--- src/rtl/matmul_uart_ctrl.sv ---
// Frame controller for the 10x10 binary matrix multiplier: gathers operands A/B from
// UART bytes, pulses start, captures the 400-bit result and streams it out as 50 bytes.
module matmul_uart_ctrl #(
  parameter int START_CYCLES = 2,
  parameter int MUL_LATENCY  = 2,
  parameter int RX_TIMEOUT   = 1000000
) (
  input  logic         clk,
  input  logic         rst,
  input  logic [7:0]   rx_data,
  input  logic         rx_valid,
  input  logic         tx_done,
  input  logic [399:0] result,
  output logic [99:0]  matrixA,
  output logic [99:0]  matrixB,
  output logic         start,
  output logic [7:0]   tx_data,
  output logic         tx_start,
  output logic         busy,
  output logic         done,
  output logic         rx_overrun,
  output logic [2:0]   state
);

  localparam int IDLE_W = ($clog2(RX_TIMEOUT + 32'd1) > 32'd20) ? $clog2(RX_TIMEOUT + 32'd1) : 32'd20;

  typedef enum logic [2:0] {
    LOAD_A  = 3'd0,
    LOAD_B  = 3'd1,
    RUN     = 3'd2,
    WAIT    = 3'd3,
    SEND    = 3'd4,
    TX_WAIT = 3'd5,
    DONE    = 3'd6
  } state_t;

  state_t              state_r, state_s;
  logic [5:0]          cnt_r, cnt_s;
  logic [IDLE_W-1:0]   idle_r, idle_s;
  logic [7:0]          tmr_r, tmr_s;
  logic [399:0]        buf_r, buf_s;
  logic [99:0]         mat_a_r, mat_a_s;
  logic [99:0]         mat_b_r, mat_b_s;
  logic                start_r, tx_start_r, busy_r, done_r;
  logic [7:0]          tx_data_r;
  logic                in_load_s, timeout_armed_s;

  // Byte n lands at [8n+7:8n]; byte 12 only fills the top nibble [99:96].
  function automatic logic [99:0] write_byte(input logic [99:0] m, input logic [5:0] n,
                                             input logic [7:0] d);
    logic [99:0] r;
    r = m;
    for (int i = 0; i < 12; i++) begin
      r[8*i +: 8] = (n == 6'(i)) ? d : m[8*i +: 8];
    end
    r[99:96] = (n == 6'd12) ? d[3:0] : m[99:96];
    return r;
  endfunction

  assign in_load_s       = (state_r == LOAD_A) || (state_r == LOAD_B);
  assign timeout_armed_s = (RX_TIMEOUT != 0) && ((state_r == LOAD_B) || (cnt_r != 6'd0));

  // Next-state, counters, operand assembly and result shift buffer
  always_comb begin
    state_s = state_r;
    cnt_s   = cnt_r;
    idle_s  = IDLE_W'(0);
    tmr_s   = 8'd0;
    buf_s   = buf_r;
    mat_a_s = mat_a_r;
    mat_b_s = mat_b_r;
    case (state_r)
      LOAD_A, LOAD_B: begin
        if (rx_valid) begin
          if (state_r == LOAD_A) begin
            mat_a_s = write_byte(mat_a_r, cnt_r, rx_data);
          end else begin
            mat_b_s = write_byte(mat_b_r, cnt_r, rx_data);
          end
          if (cnt_r == 6'd12) begin
            state_s = (state_r == LOAD_A) ? LOAD_B : RUN;
            cnt_s   = 6'd0;
          end else begin
            cnt_s = cnt_r + 6'd1;
          end
        end else if (timeout_armed_s) begin
          // Partial frame abandoned; operand registers keep what already arrived.
          if (idle_r == IDLE_W'(RX_TIMEOUT - 1)) begin
            state_s = LOAD_A;
            cnt_s   = 6'd0;
          end else begin
            idle_s = idle_r + IDLE_W'(1);
          end
        end else begin
          idle_s = IDLE_W'(0);
        end
      end
      RUN: begin
        if (tmr_r == 8'(START_CYCLES - 1)) begin
          state_s = WAIT;
        end else begin
          tmr_s = tmr_r + 8'd1;
        end
      end
      WAIT: begin
        if (tmr_r == 8'(MUL_LATENCY - 1)) begin
          buf_s   = result;
          state_s = SEND;
        end else begin
          tmr_s = tmr_r + 8'd1;
        end
      end
      SEND: begin
        state_s = TX_WAIT;
      end
      TX_WAIT: begin
        if (tx_done) begin
          buf_s   = {8'h00, buf_r[399:8]};
          cnt_s   = cnt_r + 6'd1;
          state_s = (cnt_r == 6'd49) ? DONE : SEND;
        end else begin
          state_s = TX_WAIT;
        end
      end
      DONE: begin
        state_s = LOAD_A;
        cnt_s   = 6'd0;
      end
      default: begin
        state_s = LOAD_A;
        cnt_s   = 6'd0;
      end
    endcase
  end

  // State, datapath and output registers; outputs are decoded from the next state
  always_ff @(posedge clk or posedge rst) begin
    if (rst) begin
      state_r    <= LOAD_A;
      cnt_r      <= 6'd0;
      idle_r     <= IDLE_W'(0);
      tmr_r      <= 8'd0;
      buf_r      <= 400'd0;
      mat_a_r    <= 100'd0;
      mat_b_r    <= 100'd0;
      start_r    <= 1'b0;
      tx_start_r <= 1'b0;
      tx_data_r  <= 8'h00;
      busy_r     <= 1'b0;
      done_r     <= 1'b0;
    end else begin
      state_r    <= state_s;
      cnt_r      <= cnt_s;
      idle_r     <= idle_s;
      tmr_r      <= tmr_s;
      buf_r      <= buf_s;
      mat_a_r    <= mat_a_s;
      mat_b_r    <= mat_b_s;
      start_r    <= (state_s == RUN);
      tx_start_r <= (state_s == SEND);
      tx_data_r  <= (state_s == SEND) ? buf_s[7:0] : tx_data_r;
      busy_r     <= !((state_s == LOAD_A) && (cnt_s == 6'd0));
      done_r     <= (state_s == DONE);
    end
  end

  assign matrixA    = mat_a_r;
  assign matrixB    = mat_b_r;
  assign start      = start_r;
  assign tx_data    = tx_data_r;
  assign tx_start   = tx_start_r;
  assign busy       = busy_r;
  assign done       = done_r;
  assign state      = state_r;
  assign rx_overrun = rx_valid && !in_load_s;

endmodule
--- config.mk ---
export PLATFORM = sky130hd
export DESIGN_NAME = matmul_uart_ctrl
export DESIGN_NICKNAME = d
export VERILOG_FILES = /design/src/rtl/matmul_uart_ctrl.sv
export SDC_FILE = /design/constraint.sdc
export NUM_CORES = 1
export LEC_CHECK = 0
export CORE_AREA = 2 2 241 243
export CTS_CLUSTER_DIAMETER = 60
export CTS_CLUSTER_SIZE = 10
export DETAILED_ROUTE_END_ITERATION = 10
export DIE_AREA = 0 0 243 245
export PLACE_DENSITY = 0.76
export SETUP_SLACK_MARGIN = 0.2
export SLEW_MARGIN = 20
export SYNTH_ARGS = -nofsm -noshare
export SYNTH_HDL_FRONTEND = slang
export SYNTH_SLANG_ARGS = --single-unit
--- constraint.sdc ---
create_clock -name clk -period 25.5 [get_ports clk]
set_input_delay 3.825 -clock clk [delete_from_list [all_inputs] [get_ports clk]]
set_output_delay 3.825 -clock clk [all_outputs]
set_load 0.005 [all_outputs]
**Yosys cells after proc, flatten, opt, wreduce, memory -nomap -nowiden**

Cells that the tools add are included.

- Register bits after elaboration: 649
- Input port bits: 412
- Output and inout bits: 216
- Logic and storage cells: 133

- $add $sub $neg: 3
- Equality and inequality tests: 25
- Muxes and demuxes: 25
- Bitwise gates (word level): 1
- Reductions and logical operators: 42

Operators with widths:

| kind | count |
|---|---|
| 400-bit two-way mux | 2 |
| 400-bit one-hot mux with 2 select lines | 1 |
| 4-bit AND reduction | 26 |
| 20-bit two-way mux | 4 |
| 6-bit by 4-bit equality test with 1-bit output, second input constant | 5 |
| 6-bit two-way mux | 5 |
| 6-bit by 3-bit equality test with 1-bit output, second input constant | 4 |
| 20-bit by 1-bit adder with 20-bit output, second input constant | 1 |
| 20-bit equality test, second input constant | 1 |
| 3-bit two-way mux | 6 |
| 6-bit one-hot mux with 3 select lines | 1 |
| 8-bit two-way mux | 2 |
| 3-bit one-hot mux with 5 select lines | 1 |
| 3-bit equality test, second input constant | 4 |
| 6-bit by 2-bit equality test with 1-bit output, second input constant | 2 |
| 6-bit zero test | 2 |
| 3-bit by 2-bit equality test with 1-bit output, second input constant | 3 |
| 8-bit by 1-bit adder with 8-bit output, second input constant | 1 |
| 8-bit by 1-bit equality test with 1-bit output, second input constant | 1 |
| 6-bit by 1-bit adder with 6-bit output, second input constant | 1 |
| 6-bit by 1-bit equality test with 1-bit output, second input constant | 1 |
| 6-bit equality test, second input constant | 1 |
| 3-bit zero test | 2 |
| 2-bit two-way mux | 3 |
| other kinds (11) | 16 |

**Depth between registers and ports, before layout**

- Depth in word-level cells: 8
- Gate-level depth with buffers: 11
- Depth with buffers taken out: 8

**Worst setup path after synthesis**

OpenSTA, ideal clock, no wires.

- Kind: input to output
- Start point: input rx_valid
- End point: output rx_overrun
- Arrival time: 3997 ps
- Required time: 21675 ps
- Path slack: 17678 ps
- Stages: 2
- Buffers on the path: 0
- Cells stage by stage: inv_1 nor2_1

- Word-level cells in the longest chain between the ends: 1

Ends and longest elaborated chain:

| what | RTL line | RTL |
|---|---|---|
| start: declaration | 11 | `input logic rx_valid,` |
| 1-bit logical AND | 175 | `assign rx_overrun = rx_valid && !in_load_s;` |
| end: declaration | 21 | `output logic rx_overrun,` |

Every way passes these cells.

**Worst setup path in the final report**

Ends and elaborated chain as after synthesis.

==> metrics.txt <==
Cells after Synth 2416; commonest non-fill, non-tap cell in the layout nand2_1; met2 wire length 40100 um; number of I/O pins 628; met1 WL 30200 um; Top FF cell, synth dfrtp_1; floorplan row count 88; Clock Latency Late Sink 0.60 ns; Final Cycle Share 34.9%; Clock Sinks 649; RePlAce Congestion 0.899; Worst R2R Start state[0]; status finished clean; EDFF count, synth 0; Synth Area in XOR/XNOR 0.924%; Clock Skews 0.0269 ns; synthesized cell area 26500 um^2; internal power 2370 uW; WL/cell 21.2 um; Final Setup Violations 0; R2R setup slack 20.89 ns; chip width 243 um; FMAX 112 MHz; hold path endpoint buf_r[29]; Setup Fix Bufs, Post-CTS 0; # Max-Cap Violations 0; initial antenna violation count 31; Critical Path Source rx_valid; Fin. Hold Viols 0; total grt overflow 0; Worst Tran Pin Value 1.16 ns; crit path cell chain clkdlybuf4s50_1, inv_1, nor2_1, clkdlybuf4s50_1; HP Class flip-flop to flip-flop; CP max FO 5; Synth Area in Compound Gates 12.3%; hpwl dp 55700 um; vias in the first global route 21400; cts hold-fix bufs 0; Peak VDD IR 0.0000622 V; combinational fraction of design power 24.5%; simple-gate portion of the synthesized area 13.9%; clock root buffer clkbuf_16; Crit path top cell by count clkdlybuf4s50_1; routed wire length 80200 um; RSZ-0062 raised after global routing false; TritonCTS clock tree done; worst hold path startpoint buf_r[29]; worst r2r path cells 7; IO Port Bufs 627; Post-Layout Cell Count 3780; synth warn 0; H-tree levels 3; area delta synth->final 33.5%; Critical R2R Capture buf_r[119]; share of power burned in registers 47.0%; die area 59500 um^2; Crit. End Element output port; minimum clock period 8.90 ns; Clk pwr share 28.5%; CP peak stage delay 0.52 ns; most frequent cells in the layout nand2_1 (812), dfrtp_1 (649), clkdlybuf4s50_1 (624); crit start category primary input; leakage 0.0173 uW; setup_tns 0 ns; CTS-repair resized insts 0; Tot Pwr 3320 uW; Via Count 21000; Min-Delay Path Depth 2; CTS buffer count 76; Synth Register Bits 649; Seq/Total Area, Yosys 61.2%; Die Height 245 um; synthesized net count 2835; Final Max Tran Viols 0; Sw Ratio 28.6%; core area 57000 um^2; sw power 950 uW; gr usage total 26.5%; Critical Path Slowest Stage Cell clkdlybuf4s50_1; metal3 WL 6770 um; Pre-antenna DRT Iters 7; worst setup path class primary input to output port; ratio of cells with drive above 1 in the final layout 11.1%; largest family of logic cells by synthesized area simple AND/OR/NAND/NOR gates; pin count of the biggest net entering global routing 221; Final Hold Slack 0.462 ns; DRT antenna net count 0; first-pass GRT wire length 123000 um; CP arrival 5.08 ns; Rel. slew slack 22.9%; Starting Density 46.5%; Syn Area/Cell 11.0 um^2; asr flop ratio synth 100%; drt initial violations 1692; multiplexer share of the synthesized area 8.83%; Req. time, crit path 21.67 ns; vias per cell 5.56; Cells after DPL 3673; Residual DRC 0; power density over the cells 93.8 nW/um^2; Highest Signal Layer met5; clk slew on worst S/H paths 0.05 ns; Nets 3405; Clock Tree Buf Depth 3; post-synthesis adder-cell area fraction 0.330%; Netlist cell types 54
## logic make-up (layout without fill, tap and decap cells)
family	count (synthesis)	in the layout
simple gates	926	926
flops	649	649
compound gates	433	433
mux	208	208
buf+inv	165	747
xor+xnor	28	28
fa+ha+maj	7	7
other cells	0	17
## power groups by stage
stage,Sequential (uW),Combinational [uW],Clock [uW]
after floorplan,1520,367,0
after global placement,1560,788,0
after detailed placement,1570,817,0
after CTS,1560,820,965
after global routing,1600,890,1010
final,1560,813,946
## through the flow
step           setup WS (ns)  util, %  instance area (um^2)
3_5_place_dp           16.60     58.5                 33300
4_1_cts                16.59     62.0                 35400
6_report               16.60     62.1                 35400
5_1_grt                16.54     62.1                 35400
3_3_place_gp           16.63     58.5                 33300
2_1_floorplan           3.49        -                 26500
## cells in the mapped netlist (2+ instances only)
library cell    n  area, um^2
a22oi_1       384        2880
inv_1           9        33.8
a211o_1         3        26.3
xor2_1         16         140
a21o_1         10        75.1
nand4_1         5        31.3
nand2_1       813        3050
clkbuf_1      114         428
a31oi_1         2        12.5
nand2b_1        5        31.3
a21oi_1         5        25.0
and3_1          7        43.8
mux2_2        208        2340
nor2_1         49         184
or2_2           2        12.5
or3_1           2        12.5
buf_2          39         195
ha_1            7        87.6
xnor2_1        12         105
dfrtp_1       649       16200
a22o_1         17         149
nor3_1          3        15.0
and2_1          4        25.0
nor4_1          2        12.5
nor2b_1         3        18.8
nand3_1        15        75.1
o21ai_0         4        20.0
## registers in the layout, indices dropped and copies added, names as in the netlist
signal    count
tmr_r         8
done          1
state         3
busy          1
matrixB     100
idle_r       20
matrixA     100
start         1
buf_r       400
tx_start      1
tx_data       8
cnt_r         6
## final cells by class
type	instances	area [um^2]
Antenna cell	17	42.5
Clock buffer	82	1970
Clock inverter	8	73.8
Fill cell	4519	21600
Inverter	9	41.3
Multi-Input combinational cell	1602	9660
Sequential cell	649	16200
Tap cell	765	957
Timing Repair Buffer	648	6450
## critical path, delay by kind of cell
family | cells | cell delay [ns]
buffers and inverters | 3 | 1.12
AND/OR/NAND/NOR | 1 | 0.13
## how the worst max path moves through the flow
stage	to	slack [ns]	cells past startpoint
after floorplan	buf_r[0]	3.49	1
after global placement	rx_overrun	16.63	4
after detailed placement	rx_overrun	16.60	4
after CTS	rx_overrun	16.59	4
after global routing	rx_overrun	16.54	4
final	rx_overrun	16.60	4
## per-layer routing
| layer | GRT usage (%) | vias up |
|---|---|---|
| met2 | 45.1 | 878 |
| li1 | - | 9482 |
| met1 | 31.6 | 10400 |
| met5 | 0 | - |
| met4 | 11.0 | 24 |
| met3 | 7.62 | 189 |
(Power assumes the default switching activity.)
